## config.mk

```make
export PLATFORM = sky130hd
export DESIGN_NAME = tree_build_ctrl_flat
export DESIGN_NICKNAME = d
export VERILOG_FILES = /design/src/rtl/tree_pkg.sv /design/src/rtl/tree_build_ctrl_if.sv /design/src/rtl/tree_build_ctrl.sv /design/src/flat_wrapper.sv
export SDC_FILE = /design/constraint.sdc
export NUM_CORES = 1
export LEC_CHECK = 0
export ABC_CLOCK_PERIOD_IN_PS = 9200
export CAP_MARGIN = 20
export CORE_AREA = 4 4 135 137
export DETAILED_ROUTE_END_ITERATION = 10
export DIE_AREA = 0 0 139 141
export GPL_TIMING_DRIVEN = 0
export PLACE_DENSITY = 0.86
export SYNTH_ARGS = -nofsm -noshare
export SYNTH_HDL_FRONTEND = slang
export SYNTH_SLANG_ARGS = --single-unit
```

## constraint.sdc

```tcl
create_clock -name clk -period 9.2 [get_ports clk]
set_input_delay 1.84 -clock clk [delete_from_list [all_inputs] [get_ports clk]]
set_output_delay 1.84 -clock clk [all_outputs]
set_load 0.01 [all_outputs]
```

## src/rtl/tree_pkg.sv

```systemverilog
// Shared types for the message-hierarchy tree: node word layout, field accessors,
// error codes and the build sequencer's state encoding.
package tree_pkg;

    localparam int IDENTIFIER_SIZE     = 8;
    localparam int NODE_ADDR_SIZE      = 8;
    localparam int MAX_NODES_PER_LEVEL = 4;
    localparam int NUM_MSG_HIERARCHY   = 4;
    localparam int NUM_NODES_DFLT      = 256;

    localparam int NODE_SIZE = IDENTIFIER_SIZE + NODE_ADDR_SIZE * (MAX_NODES_PER_LEVEL + 1);
    localparam int PATH_W    = NUM_MSG_HIERARCHY * IDENTIFIER_SIZE;
    localparam int SLOT_W    = $clog2(MAX_NODES_PER_LEVEL + 1);
    localparam int LVL_W     = $clog2(NUM_MSG_HIERARCHY + 1);

    typedef logic [NODE_SIZE-1:0]       node_t;
    typedef logic [NODE_ADDR_SIZE-1:0]  addr_t;
    typedef logic [IDENTIFIER_SIZE-1:0] id_t;

    typedef enum logic [1:0] {
        ERR_OK         = 2'b00,
        ERR_NOT_FOUND  = 2'b01,
        ERR_TREE_FULL  = 2'b10,
        ERR_LEVEL_FULL = 2'b11
    } err_e;

    typedef enum logic [3:0] {
        S_INIT,
        S_IDLE,
        S_RD_NODE,
        S_CAP_NODE,
        S_RD_CHILD,
        S_CAP_CHILD,
        S_WR_NEW,
        S_WR_PARENT,
        S_RESP
    } state_e;

    function automatic id_t node_id(input node_t n);
        return n[NODE_SIZE-1 -: IDENTIFIER_SIZE];
    endfunction

    function automatic addr_t node_parent(input node_t n);
        return n[MAX_NODES_PER_LEVEL*NODE_ADDR_SIZE +: NODE_ADDR_SIZE];
    endfunction

    function automatic addr_t node_child(input node_t n, input logic [SLOT_W-1:0] k);
        return n[k*NODE_ADDR_SIZE +: NODE_ADDR_SIZE];
    endfunction

    function automatic node_t set_child(input node_t n, input logic [SLOT_W-1:0] k, input addr_t a);
        node_t r;
        r = n;
        r[k*NODE_ADDR_SIZE +: NODE_ADDR_SIZE] = a;
        return r;
    endfunction

    // Fresh node: identifier and parent link set, every child slot empty.
    function automatic node_t make_node(input id_t id, input addr_t parent);
        node_t r;
        r = '0;
        r[NODE_SIZE-1 -: IDENTIFIER_SIZE] = id;
        r[MAX_NODES_PER_LEVEL*NODE_ADDR_SIZE +: NODE_ADDR_SIZE] = parent;
        return r;
    endfunction

endpackage

```

## src/rtl/tree_build_ctrl_if.sv

```systemverilog
// Path request / result handshake between the decoder front end and the tree sequencer.
interface tree_build_ctrl_if;
    import tree_pkg::*;

    logic              req_valid;
    logic              req_ready;
    logic              req_insert;
    logic [PATH_W-1:0] req_path;
    logic              rsp_valid;
    logic              rsp_ready;
    addr_t             rsp_addr;
    logic [1:0]        rsp_err;

    modport master (
        output req_valid, req_insert, req_path, rsp_ready,
        input  req_ready, rsp_valid, rsp_addr, rsp_err
    );

    modport slave (
        input  req_valid, req_insert, req_path, rsp_ready,
        output req_ready, rsp_valid, rsp_addr, rsp_err
    );

endinterface

```

## src/rtl/tree_build_ctrl.sv

```systemverilog
// Run-time tree sequencer: clears node RAM, then walks one identifier path per request,
// either looking it up or inserting any missing nodes, and returns the deepest node address.
module tree_build_ctrl
    import tree_pkg::*;
#(
    parameter int NUM_NODES = NUM_NODES_DFLT
) (
    input  logic             clk,
    input  logic             rst_n,
    tree_build_ctrl_if.slave bus,
    output logic             mem_en,
    output logic             mem_we,
    output addr_t            mem_addr,
    output node_t            mem_wdata,
    input  node_t            mem_rdata,
    output logic             init_done
);

    localparam int                CNT_W     = NODE_ADDR_SIZE + 1;
    localparam logic [CNT_W-1:0]  NODES_END = CNT_W'(NUM_NODES);
    localparam logic [LVL_W-1:0]  LVL_MAX   = LVL_W'(NUM_MSG_HIERARCHY);
    localparam logic [SLOT_W-1:0] SLOT_LAST = SLOT_W'(MAX_NODES_PER_LEVEL - 1);
    localparam logic [SLOT_W-1:0] SLOT_FULL = SLOT_W'(MAX_NODES_PER_LEVEL);

    state_e            state_q, state_d;
    logic [CNT_W-1:0]  init_cnt_q, init_cnt_d;
    logic [CNT_W-1:0]  next_addr_q, next_addr_d;
    addr_t             cur_q, cur_d;
    logic [LVL_W-1:0]  level_q, level_d;
    logic [SLOT_W-1:0] slot_q, slot_d;
    logic [PATH_W-1:0] path_q, path_d;
    logic              insert_q, insert_d;
    node_t             pnode_q, pnode_d;
    addr_t             rsp_addr_q, rsp_addr_d;
    err_e              rsp_err_q, rsp_err_d;
    logic              init_done_q, init_done_d;
    logic              mem_en_q, mem_en_d;
    logic              mem_we_q, mem_we_d;
    addr_t             mem_addr_q, mem_addr_d;
    node_t             mem_wdata_q, mem_wdata_d;

    id_t               cur_id;
    logic              miss;
    logic [SLOT_W-1:0] miss_slot;

    assign bus.req_ready = (state_q == S_IDLE);
    assign bus.rsp_valid = (state_q == S_RESP);
    assign bus.rsp_addr  = rsp_addr_q;
    assign bus.rsp_err   = rsp_err_q;
    assign mem_en        = mem_en_q;
    assign mem_we        = mem_we_q;
    assign mem_addr      = mem_addr_q;
    assign mem_wdata     = mem_wdata_q;
    assign init_done     = init_done_q;

    always_comb begin
        cur_id = '0;
        for (int i = 0; i < NUM_MSG_HIERARCHY; i++) begin
            if (level_q == LVL_W'(i)) begin
                cur_id = path_q[i*IDENTIFIER_SIZE +: IDENTIFIER_SIZE];
            end
        end
    end

    // RAM strobes are registered, so each one is issued on the transition into the
    // state that owns the access; read data then lands in the following state.
    always_comb begin
        state_d     = state_q;
        init_cnt_d  = init_cnt_q;
        next_addr_d = next_addr_q;
        cur_d       = cur_q;
        level_d     = level_q;
        slot_d      = slot_q;
        path_d      = path_q;
        insert_d    = insert_q;
        pnode_d     = pnode_q;
        rsp_addr_d  = rsp_addr_q;
        rsp_err_d   = rsp_err_q;
        init_done_d = init_done_q;
        mem_en_d    = 1'b0;
        mem_we_d    = 1'b0;
        mem_addr_d  = '0;
        mem_wdata_d = '0;
        miss        = 1'b0;
        miss_slot   = '0;

        unique case (state_q)
            S_INIT: begin
                if (init_cnt_q == NODES_END) begin
                    state_d     = S_IDLE;
                    init_done_d = 1'b1;
                    next_addr_d = CNT_W'(1);
                end else begin
                    mem_en_d   = 1'b1;
                    mem_we_d   = 1'b1;
                    mem_addr_d = init_cnt_q[NODE_ADDR_SIZE-1:0];
                    init_cnt_d = init_cnt_q + 1'b1;
                end
            end
            S_IDLE: begin
                if (bus.req_valid) begin
                    path_d   = bus.req_path;
                    insert_d = bus.req_insert;
                    cur_d    = '0;
                    level_d  = '0;
                    state_d  = S_RD_NODE;
                    mem_en_d = 1'b1;
                end
            end
            S_RD_NODE: begin
                if (level_q == LVL_MAX || cur_id == '0) begin
                    state_d    = S_RESP;
                    rsp_err_d  = ERR_OK;
                    rsp_addr_d = cur_q;
                end else begin
                    state_d = S_CAP_NODE;
                end
            end
            S_CAP_NODE: begin
                pnode_d = mem_rdata;
                slot_d  = '0;
                if (node_child(mem_rdata, '0) != '0) begin
                    state_d    = S_RD_CHILD;
                    mem_en_d   = 1'b1;
                    mem_addr_d = node_child(mem_rdata, '0);
                end else begin
                    miss      = 1'b1;
                    miss_slot = '0;
                end
            end
            S_RD_CHILD: begin
                state_d = S_CAP_CHILD;
            end
            S_CAP_CHILD: begin
                if (node_id(mem_rdata) == cur_id) begin
                    cur_d      = node_child(pnode_q, slot_q);
                    level_d    = level_q + 1'b1;
                    state_d    = S_RD_NODE;
                    mem_en_d   = 1'b1;
                    mem_addr_d = cur_d;
                end else if (slot_q == SLOT_LAST) begin
                    miss      = 1'b1;
                    miss_slot = SLOT_FULL;
                end else if (node_child(pnode_q, slot_q + 1'b1) == '0) begin
                    miss      = 1'b1;
                    miss_slot = slot_q + 1'b1;
                end else begin
                    slot_d     = slot_q + 1'b1;
                    state_d    = S_RD_CHILD;
                    mem_en_d   = 1'b1;
                    mem_addr_d = node_child(pnode_q, slot_q + 1'b1);
                end
            end
            S_WR_NEW: begin
                state_d     = S_WR_PARENT;
                mem_en_d    = 1'b1;
                mem_we_d    = 1'b1;
                mem_addr_d  = cur_q;
                mem_wdata_d = set_child(pnode_q, slot_q, next_addr_q[NODE_ADDR_SIZE-1:0]);
            end
            S_WR_PARENT: begin
                cur_d       = next_addr_q[NODE_ADDR_SIZE-1:0];
                next_addr_d = next_addr_q + 1'b1;
                level_d     = level_q + 1'b1;
                state_d     = S_RD_NODE;
                mem_en_d    = 1'b1;
                mem_addr_d  = cur_d;
            end
            S_RESP: begin
                if (bus.rsp_ready) begin
                    state_d = S_IDLE;
                end
            end
            default: state_d = S_INIT;
        endcase

        // Scan ended without a match; miss_slot is the first empty slot (or FULL).
        if (miss) begin
            if (!insert_q) begin
                state_d    = S_RESP;
                rsp_err_d  = ERR_NOT_FOUND;
                rsp_addr_d = cur_q;
            end else if (next_addr_q == NODES_END) begin
                state_d    = S_RESP;
                rsp_err_d  = ERR_TREE_FULL;
                rsp_addr_d = cur_q;
            end else if (miss_slot == SLOT_FULL) begin
                state_d    = S_RESP;
                rsp_err_d  = ERR_LEVEL_FULL;
                rsp_addr_d = cur_q;
            end else begin
                slot_d      = miss_slot;
                state_d     = S_WR_NEW;
                mem_en_d    = 1'b1;
                mem_we_d    = 1'b1;
                mem_addr_d  = next_addr_q[NODE_ADDR_SIZE-1:0];
                mem_wdata_d = make_node(cur_id, cur_q);
            end
        end
    end

    always_ff @(posedge clk or negedge rst_n) begin
        if (!rst_n) begin
            state_q     <= S_INIT;
            init_cnt_q  <= '0;
            next_addr_q <= '0;
            cur_q       <= '0;
            level_q     <= '0;
            slot_q      <= '0;
            path_q      <= '0;
            insert_q    <= 1'b0;
            pnode_q     <= '0;
            rsp_addr_q  <= '0;
            rsp_err_q   <= ERR_OK;
            init_done_q <= 1'b0;
            mem_en_q    <= 1'b0;
            mem_we_q    <= 1'b0;
            mem_addr_q  <= '0;
            mem_wdata_q <= '0;
        end else begin
            state_q     <= state_d;
            init_cnt_q  <= init_cnt_d;
            next_addr_q <= next_addr_d;
            cur_q       <= cur_d;
            level_q     <= level_d;
            slot_q      <= slot_d;
            path_q      <= path_d;
            insert_q    <= insert_d;
            pnode_q     <= pnode_d;
            rsp_addr_q  <= rsp_addr_d;
            rsp_err_q   <= rsp_err_d;
            init_done_q <= init_done_d;
            mem_en_q    <= mem_en_d;
            mem_we_q    <= mem_we_d;
            mem_addr_q  <= mem_addr_d;
            mem_wdata_q <= mem_wdata_d;
        end
    end

endmodule

```

## src/flat_wrapper.sv

```systemverilog
// flat-port wrapper written by rule: the top's interface ports become plain ports
module tree_build_ctrl_flat import tree_pkg::*;
#(
    parameter int NUM_NODES = NUM_NODES_DFLT
)
  (clk, rst_n, mem_en, mem_we, mem_addr, mem_wdata, mem_rdata, init_done, bus_req_valid, bus_req_insert, bus_req_path, bus_rsp_ready, bus_req_ready, bus_rsp_valid, bus_rsp_addr, bus_rsp_err);
  tree_build_ctrl_if bus_i ();
  input  logic clk;
  input  logic rst_n;
  output logic mem_en;
  output logic mem_we;
  output addr_t mem_addr;
  output node_t mem_wdata;
  input  node_t mem_rdata;
  output logic init_done;
  input wire logic [$bits(bus_i.req_valid)-1:0] bus_req_valid;
  input wire logic [$bits(bus_i.req_insert)-1:0] bus_req_insert;
  input wire logic [$bits(bus_i.req_path)-1:0] bus_req_path;
  input wire logic [$bits(bus_i.rsp_ready)-1:0] bus_rsp_ready;
  output wire logic [$bits(bus_i.req_ready)-1:0] bus_req_ready;
  output wire logic [$bits(bus_i.rsp_valid)-1:0] bus_rsp_valid;
  output wire logic [$bits(bus_i.rsp_addr)-1:0] bus_rsp_addr;
  output wire logic [$bits(bus_i.rsp_err)-1:0] bus_rsp_err;
  assign bus_i.req_valid = bus_req_valid;
  assign bus_i.req_insert = bus_req_insert;
  assign bus_i.req_path = bus_req_path;
  assign bus_i.rsp_ready = bus_rsp_ready;
  assign bus_req_ready = bus_i.req_ready;
  assign bus_rsp_valid = bus_i.rsp_valid;
  assign bus_rsp_addr = bus_i.rsp_addr;
  assign bus_rsp_err = bus_i.rsp_err;
  tree_build_ctrl #(.NUM_NODES(NUM_NODES)) u_core (.clk(clk), .rst_n(rst_n), .bus(bus_i), .mem_en(mem_en), .mem_we(mem_we), .mem_addr(mem_addr), .mem_wdata(mem_wdata), .mem_rdata(mem_rdata), .init_done(init_done));
endmodule
```

==> results of run 1 <==
==> final timing paths <==
| path | from | to | slack, ns | depth (start not counted) |
|---|---|---|---|---|
| worst min register to register | u_core.init_done | u_core.init_done | 0.47 | 1 |
| min in group asynchronous | rst_n | u_core.init_cnt_q[8] | 1.35 | 1 |
| worst min-delay path | u_core.init_done | u_core.init_done | 0.47 | 1 |
| worst max register to register | u_core.slot_q[0] | u_core.mem_wdata[42] | 3.99 | 19 |
| max in group asynchronous | rst_n | u_core.pnode_q[40] | 6.90 | 2 |
| worst max-delay path | u_core.slot_q[0] | u_core.mem_wdata[42] | 3.99 | 19 |
==> through the flow <==
stage	total power, mW	std cells
6_report	4.22	1443
5_1_grt	4.44	1443
4_1_cts	4.15	1443
3_5_place_dp	3.37	1411
3_3_place_gp	3.33	1409
2_1_floorplan	2.63	1029
==> registers in the layout (all words and copies together), names as in the netlist <==
name and flops:
u_core.mem_wdata 48, u_core.pnode_q 48, u_core.path_q 32, u_core.init_cnt_q 9, u_core.next_addr_q 9, u_core.bus.rsp_addr 8
u_core.cur_q 8, u_core.mem_addr 8, u_core.state_q 4, u_core.level_q 3, u_core.slot_q 3, u_core.bus.rsp_err 2
u_core.init_done 1, u_core.insert_q 1, u_core.mem_en 1, u_core.mem_we 1
==> worst max-delay path: cells and delay by family (launching register included) <==
family / cells / cell delay (ns)
AO/OA/AOI/OAI: 6 / 1.36
multiplexers: 1 / 0.36
adder cells (fa/ha/maj): 2 / 0.62
AND/OR/NAND/NOR: 2 / 0.38
flip-flops: 1 / 0.54
buffers and inverters: 8 / 1.80
==> placed cells by master (no fill, tap or decap), drive strengths merged, types with 21 or more instances in the layout <==
cell	Yosys	layout
clkdlybuf4s50	0	154
clkbuf	43	60
nand3	44	44
buf	26	29
dfrtp	186	186
nor2	42	42
o21ai	35	35
mux2i	21	21
inv	25	32
mux2	56	56
nand2	225	225
a21oi	73	73
==> area by class of cell <==
class                      instances  area (um2)  share of cell area, %
timing repair buffer             157        1590                   12.7
inverter                          26        97.6                  0.783
sequential                       186        4650                   37.3
multi-input combinational        748        4900                   39.3
buffer                            69         318                   2.55
tap                              225         282                   2.26
clock inverter                    15         198                   1.59
clock buffer                      17         425                   3.41
==> kinds of logic after synthesis <==
| kind of cell | after synthesis | synth area share, % |
|---|---|---|
| flip-flops | 186 | 46.7 |
| XOR/XNOR | 16 | 1.41 |
| multiplexers | 92 | 12.1 |
| adder cells (fa/ha/maj) | 17 | 2.13 |
| buffers and inverters | 95 | 4.17 |
| AO/OA/AOI/OAI | 213 | 14.7 |
| AND/OR/NAND/NOR | 410 | 18.8 |
==> metal layers <==
metal	vias to the layer above	routed length [um]	global-route usage, %
li1	4016	-	-
met1	4491	14200	48.3
met2	550	15000	51.4
met3	105	3450	9.80
met4	0	1340	15.1
met5	-	0	0
==> power by group <==
group	switching (mW)	internal [mW]
sequential	0.318	1.10
combinational	1.18	0.855
clock	0.371	0.394
==> metrics.yaml, run 1 <==
sta:
  slew-limit-headroom_pct: 21.0
  slew_viol_final: 0
  setup_violations: 0
  finalWorstSetupSlack_ns: 3.99
  worst_slew_pin_slew_ns: 1.17
  hold_ws_ns: 0.466
  rsz0062_at_grt: "false"
  hold_violations: 0
  fmax_ghz: 0.192
  skew_ns: 0.0202
  tns_ns: 0
  min_period_ns: 5.21
  finalCritPeriodShare_pct: 56.6
cells_and_area:
  fillCellCount: 1291
  area_growth_pct: 25.0
  nets: 1307
  antenna_cells: 0
  fin_area_um2: 12500
  postLayoutCoreUtil_pct: 73.1
  drive_gt1_share_pct: 11.0
synthesis:
  async_flop_share_pct: 100
  synth.distinct_cells: 77
  yosys-top-cells-area: "dfrtp_1 (47%), nand2_1 (8.4%), mux2_2 (5.4%), a21oi_1 (3.7%), mux4_2 (3.4%)"
  synth-edff-count: 0
  syn_nets: 1131
  synthCells: 1029
  yosysTopAreaCell: "dfrtp_1"
  ys_ff_latch: 186
  ys_seq_area_share_pct: 46.7
  synth_commonest_cells: "nand2_1 (224), dfrtp_1 (186), a21oi_1 (73)"
  syn-cell-area_um2: 9970
  synth_top_cell_area_share_pct: 46.7
  syn_avg_cell_area_um2: 9.69
  yosysMostFrequentCell: "nand2_1"
  ys_warn_count: 0
  synth_ff_type: "dfrtp_1"
floorplanning:
  die_x_um: 139
  core_area_um2: 17100
  die_h_um: 141
  die_area_um2: 19600
  initial_utilization_pct: 58.5
  rows: 48
  ios: 156
detailed_routing:
  drt_iter0_drc: 1031
  num_vias: 9162
  ant_nets: 0
  drtPass1Iterations: 5
  wl_um: 33900
  vias_per_cell: 6.35
  drc: 0
  wl_per_cell_um: 23.5
placement:
  dp_hpwl_um: 25500
  place_area_um2: 11800
  gp_congestion: 1.05
  pre_cts_slack_ns: 4.10
  io_buffer_count: 155
power:
  irDropWorstVdd_uv: 244
  p_leak_nw: 5.51
  p_per_area_nw_per_um2: 338
worst_setup_path:
  crit_path_end_kind: "flip-flop"
  slowest_delay_ns: 0.54
  crit_chain: "buf_6, buf_4, buf_1, inv_1, ha_1, buf_2, mux4_2, a2111o_1, a21boi_2, and3_1, ha_1, inv_1, a41oi_1, a41oi_1, a31oi_4, and2_4, buf_6, buf_6, o2bb2ai_1"
  critPathMaxFanout: 10
  crit_type: "reg -> reg"
  crit_top_cell: "buf_6"
  cp.required_ns: 9.53
  worstPathArrival_ns: 5.54
  critPathSlowestCell: "dfrtp_1"
  start_kind: "flip-flop"
clock_tree:
  cts_hold_buf: 0
  clockBufferDepth: 2
  cts_tree: "built"
  cts_made_buffers: 17
  path_clk_slew_ns: 0.08
  cts-root-buf: "clkbuf_16"
  clock_latency_ns: 0.45
  htreeDepth: 4
  cts_setup_buffers: 0
  cts_sinks: 186
  cts_resized: 0
global_routing:
  grt_pass1_wl_um: 52500
  track_usage_pct: 34.8
  antenna_found_initial: 0
  grt_max_degree: 107
  grt_pass1_vias: 9155
  grt_overflow: 0
hold_path:
  hold_class: "reg -> reg"
run:
  maxCapViolCount: 0
run_status:
  status: "complete, no violations"
(Power assumes the default switching activity.)
==> run 2: changes to the inputs <==
--- a/config.mk
+++ b/config.mk
@@ -5,13 +5,13 @@
 export SDC_FILE = /design/constraint.sdc
 export NUM_CORES = 1
 export LEC_CHECK = 0
-export ABC_CLOCK_PERIOD_IN_PS = 9200
+export ABC_CLOCK_PERIOD_IN_PS = 5100
 export CAP_MARGIN = 20
-export CORE_AREA = 4 4 135 137
+export CORE_AREA = 4 4 140 142
 export DETAILED_ROUTE_END_ITERATION = 10
-export DIE_AREA = 0 0 139 141
+export DIE_AREA = 0 0 144 146
 export GPL_TIMING_DRIVEN = 0
-export PLACE_DENSITY = 0.86
+export PLACE_DENSITY = 0.81
 export SYNTH_ARGS = -nofsm -noshare
 export SYNTH_HDL_FRONTEND = slang
 export SYNTH_SLANG_ARGS = --single-unit
==> constraint.sdc (replaced) <==
create_clock -name clk -period 5.1 [get_ports clk]
set_input_delay 1.02 -clock clk [delete_from_list [all_inputs] [get_ports clk]]
set_output_delay 1.02 -clock clk [all_outputs]
set_load 0.01 [all_outputs]
==> run 2 against run 1 <==
Non-clock buffer count is the same. Register-to-register slack lost 3.8 ns. Global-route usage shrank 2.3 points. Final area grew 0.11%. Critical path type unchanged.
==> metrics.yaml, run 2 (synthesis results as in run 1) <==
global_routing:
  grt_overflow: 0  # unchanged
  met3_usage_pct: 8.12  # -1.7 points
  track_usage_pct: 32.5  # -2.3 points
  antenna_found_initial: 0  # unchanged
  grtUsageMet2_pct: 48.6  # -2.8 points
  grt-busiest-layer: "met2"
  grt_pass1_vias: 9054  # -1.1%
  globalRouteMet1Util_pct: 46.8  # -1.5 points
  grt_max_degree: 111  # +3.7%
  grt_pass1_wl_um: 52100  # -0.64%
detailed_routing:
  drc: 0  # unchanged
  drt_iter0_drc: 1034  # +0.29%
  num_vias: 9037  # -1.4%
  ant_nets: 0  # unchanged
  vias_per_cell: 6.22  # -2.0%
  drtPass1Iterations: 5  # unchanged
  wl_um: 33600  # -1.0%
  wl_per_cell_um: 23.1  # -1.6%
worst_setup_path:
  slowest_delay_ns: 0.49  # -0.05 ns
  start_kind: "flip-flop"
  crit_type: "reg -> reg"
  crit_path_end_kind: "flip-flop"
  worst-path-buf-inv: 8  # unchanged
  crit_chain: "buf_6, buf_4, buf_2, inv_1, ha_1, buf_2, mux4_2, a2111o_1, a21boi_2, and3_1, ha_1, inv_1, a41oi_1, a41oi_1, a31oi_4, and2_4, buf_6, buf_6, o2bb2ai_1"
  critPathMaxFanout: 10  # unchanged
  critPathSlowestCell: "dfrtp_2"
  reg2reg_slack_ns: 0.17  # -3.82 ns
  cp_top_family: "buffers and inverters"
  worstPathArrival_ns: 5.28  # -0.26 ns
  crit_top_cell: "buf_6"
  cp.required_ns: 5.45  # -4.08 ns
clock_tree:
  cts-root-buf: "clkbuf_16"
  htreeDepth: 4  # unchanged
  clock_latency_ns: 0.45  # about the same
  cts_tree: "built"
  cts_sinks: 186  # unchanged
  cts_made_buffers: 17  # unchanged
  cts_hold_buf: 0  # unchanged
  path_clk_slew_ns: 0.08  # about the same
  clockBufferDepth: 2  # unchanged
sta:
  finalCritPeriodShare_pct: 96.7  # +40 points
  hold_ws_ns: 0.469  # +0.00326 ns
  min_period_ns: 4.93  # -0.276 ns
  tns_ns: 0  # unchanged
  rsz0062_at_grt: "false"
  slew-limit-headroom_pct: 25.9  # +4.9 points
  finalWorstSetupSlack_ns: 0.169  # -3.82 ns
  setup_violations: 0  # unchanged
  fmax_ghz: 0.203  # +5.6%
  hold_violations: 0  # unchanged
  worst_slew_pin_slew_ns: 1.10  # -0.0719 ns
  skew_ns: 0.0160  # -0.00427 ns
  slew_viol_final: 0  # unchanged
cells_and_area:
  antenna_cells: 0  # unchanged
  fillCellCount: 1465  # +13%
  nets: 1307  # unchanged
  area_growth_pct: 25.1
  layout_common_cells: "nand2_1 (224), dfrtp_1 (185), clkdlybuf4s50_1 (154)"
  final_common_cell: "nand2_1"
  drive_gt1_share_pct: 11.2  # +0.25 points
  postLayoutCoreUtil_pct: 67.6  # -5.5 points
power:
  irDropWorstVdd_uv: 327  # +34%
  p_leak_nw: 5.51  # about the same
  p_per_area_nw_per_um2: 610  # +80%
placement:
  pre_cts_slack_ns: -0.0891  # -4.19 ns
  gp_congestion: 1.01  # -3.8%
  dp_hpwl_um: 25400  # -0.13%
  io_buffer_count: 155  # unchanged
floorplanning:
  die_area_um2: 21000  # +7.3%
  ios: 156  # unchanged
  initial_utilization_pct: 54.0  # -4.4 points
  core_area_um2: 18500  # +8.2%
  die_x_um: 144  # +3.6%
  rows: 50  # +4.2%
  die_h_um: 146  # +3.5%
run:
  maxCapViolCount: 0  # unchanged
run_status:
  status: "complete, no violations"
hold_path:
  hold_class: "reg -> reg"
## run 2: changes by cell type in the layout (fill, tap and decap cells not counted), sizes merged
cell,change
buf,-2
clkinv,-3
clkdlybuf4s18,+1
clkinvlp,+1
inv,+1
clkbuf,+2
## run 2: routing by layer
metal	wire length, um	vias up	part of all wire, %
li1	-	4016	-
met1	14300	4445	43
met2	15300	509	45
met3	3120	67	9.3
met4	864	0	2.6
met5	0	-	0
## run 2: worst paths after layout
kind                                        endpoint  depth (start not counted)                 start
worst min register to register  u_core.init_cnt_q[8]                          1  u_core.init_cnt_q[8]
min in group asynchronous          u_core.path_q[19]                          1                 rst_n
worst max register to register  u_core.mem_wdata[39]                         19      u_core.slot_q[0]
max in group asynchronous           u_core.slot_q[0]                          2                 rst_n
worst max-delay path            u_core.mem_wdata[39]                         19      u_core.slot_q[0]
worst min-delay path            u_core.init_cnt_q[8]                          1  u_core.init_cnt_q[8]
## run 2: power by group
part           total, mW  switching, mW  leakage (nW)  internal (mW)
Sequential          2.55          0.567          2.40           1.98
Combinational       3.69           2.14          2.81           1.55
Clock               1.38          0.663         0.300          0.721
Total               7.62           3.37          5.51           4.25
## run 2: per-stage QoR
step,cells,instance area [um2],power (mW)
2_1_floorplan,1029,9970,4.74
3_3_place_gp,1418,11800,6.05
3_5_place_dp,1420,11900,6.11
4_1_cts,1452,12500,7.52
5_1_grt,1452,12500,8.02
6_report,1452,12500,7.62
## run 2: timing repair
| action | 4_1_cts | 5_1_grt |
|---|---|---|
| gates resized for setup | 1 | 3 |
| endpoints found under the hold margin | 0 | 0 |
| gates cloned | 0 | 0 |
| setup buffers | 0 | 0 |
| setup endpoints to repair | 28 | 17 |
## run 2: worst reg2reg max path, stage by stage, from the launching register on
cell and delay (ns):
dfrtp_2 0.49, buf_6 0.20, buf_4 0.22, buf_2 0.28
inv_1 0.23, ha_1 0.46, buf_2 0.29, mux4_2 0.36
a2111o_1 0.36, a21boi_2 0.24, and3_1 0.21, ha_1 0.14
inv_1 0.05, a41oi_1 0.14, a41oi_1 0.12, a31oi_4 0.34
and2_4 0.18, buf_6 0.14, buf_6 0.20, o2bb2ai_1 0.17
## run 2: area by class of cell
| type | instances | area, um2 | share of cell area (%) |
|---|---|---|---|
| timing repair buffer | 157 | 1590 | 12.8 |
| multi-input combinational | 748 | 4900 | 39.3 |
| inverter | 26 | 97.6 | 0.782 |
| sequential | 186 | 4660 | 37.3 |
| clock inverter | 14 | 178 | 1.42 |
| clock buffer | 18 | 439 | 3.52 |
| buffer | 69 | 320 | 2.57 |
| tap | 234 | 293 | 2.35 |
==> run 3: changes to the inputs <==
--- a/config.mk
+++ b/config.mk
@@ -8,6 +8,7 @@
 export ABC_CLOCK_PERIOD_IN_PS = 5100
 export CAP_MARGIN = 20
 export CORE_AREA = 4 4 140 142
+export CTS_CLUSTER_DIAMETER = 60
 export DETAILED_ROUTE_END_ITERATION = 10
 export DIE_AREA = 0 0 144 146
 export GPL_TIMING_DRIVEN = 0
==> results of run 3 <==
The final DEF is identical to that of run 2; final timing and power are the same.
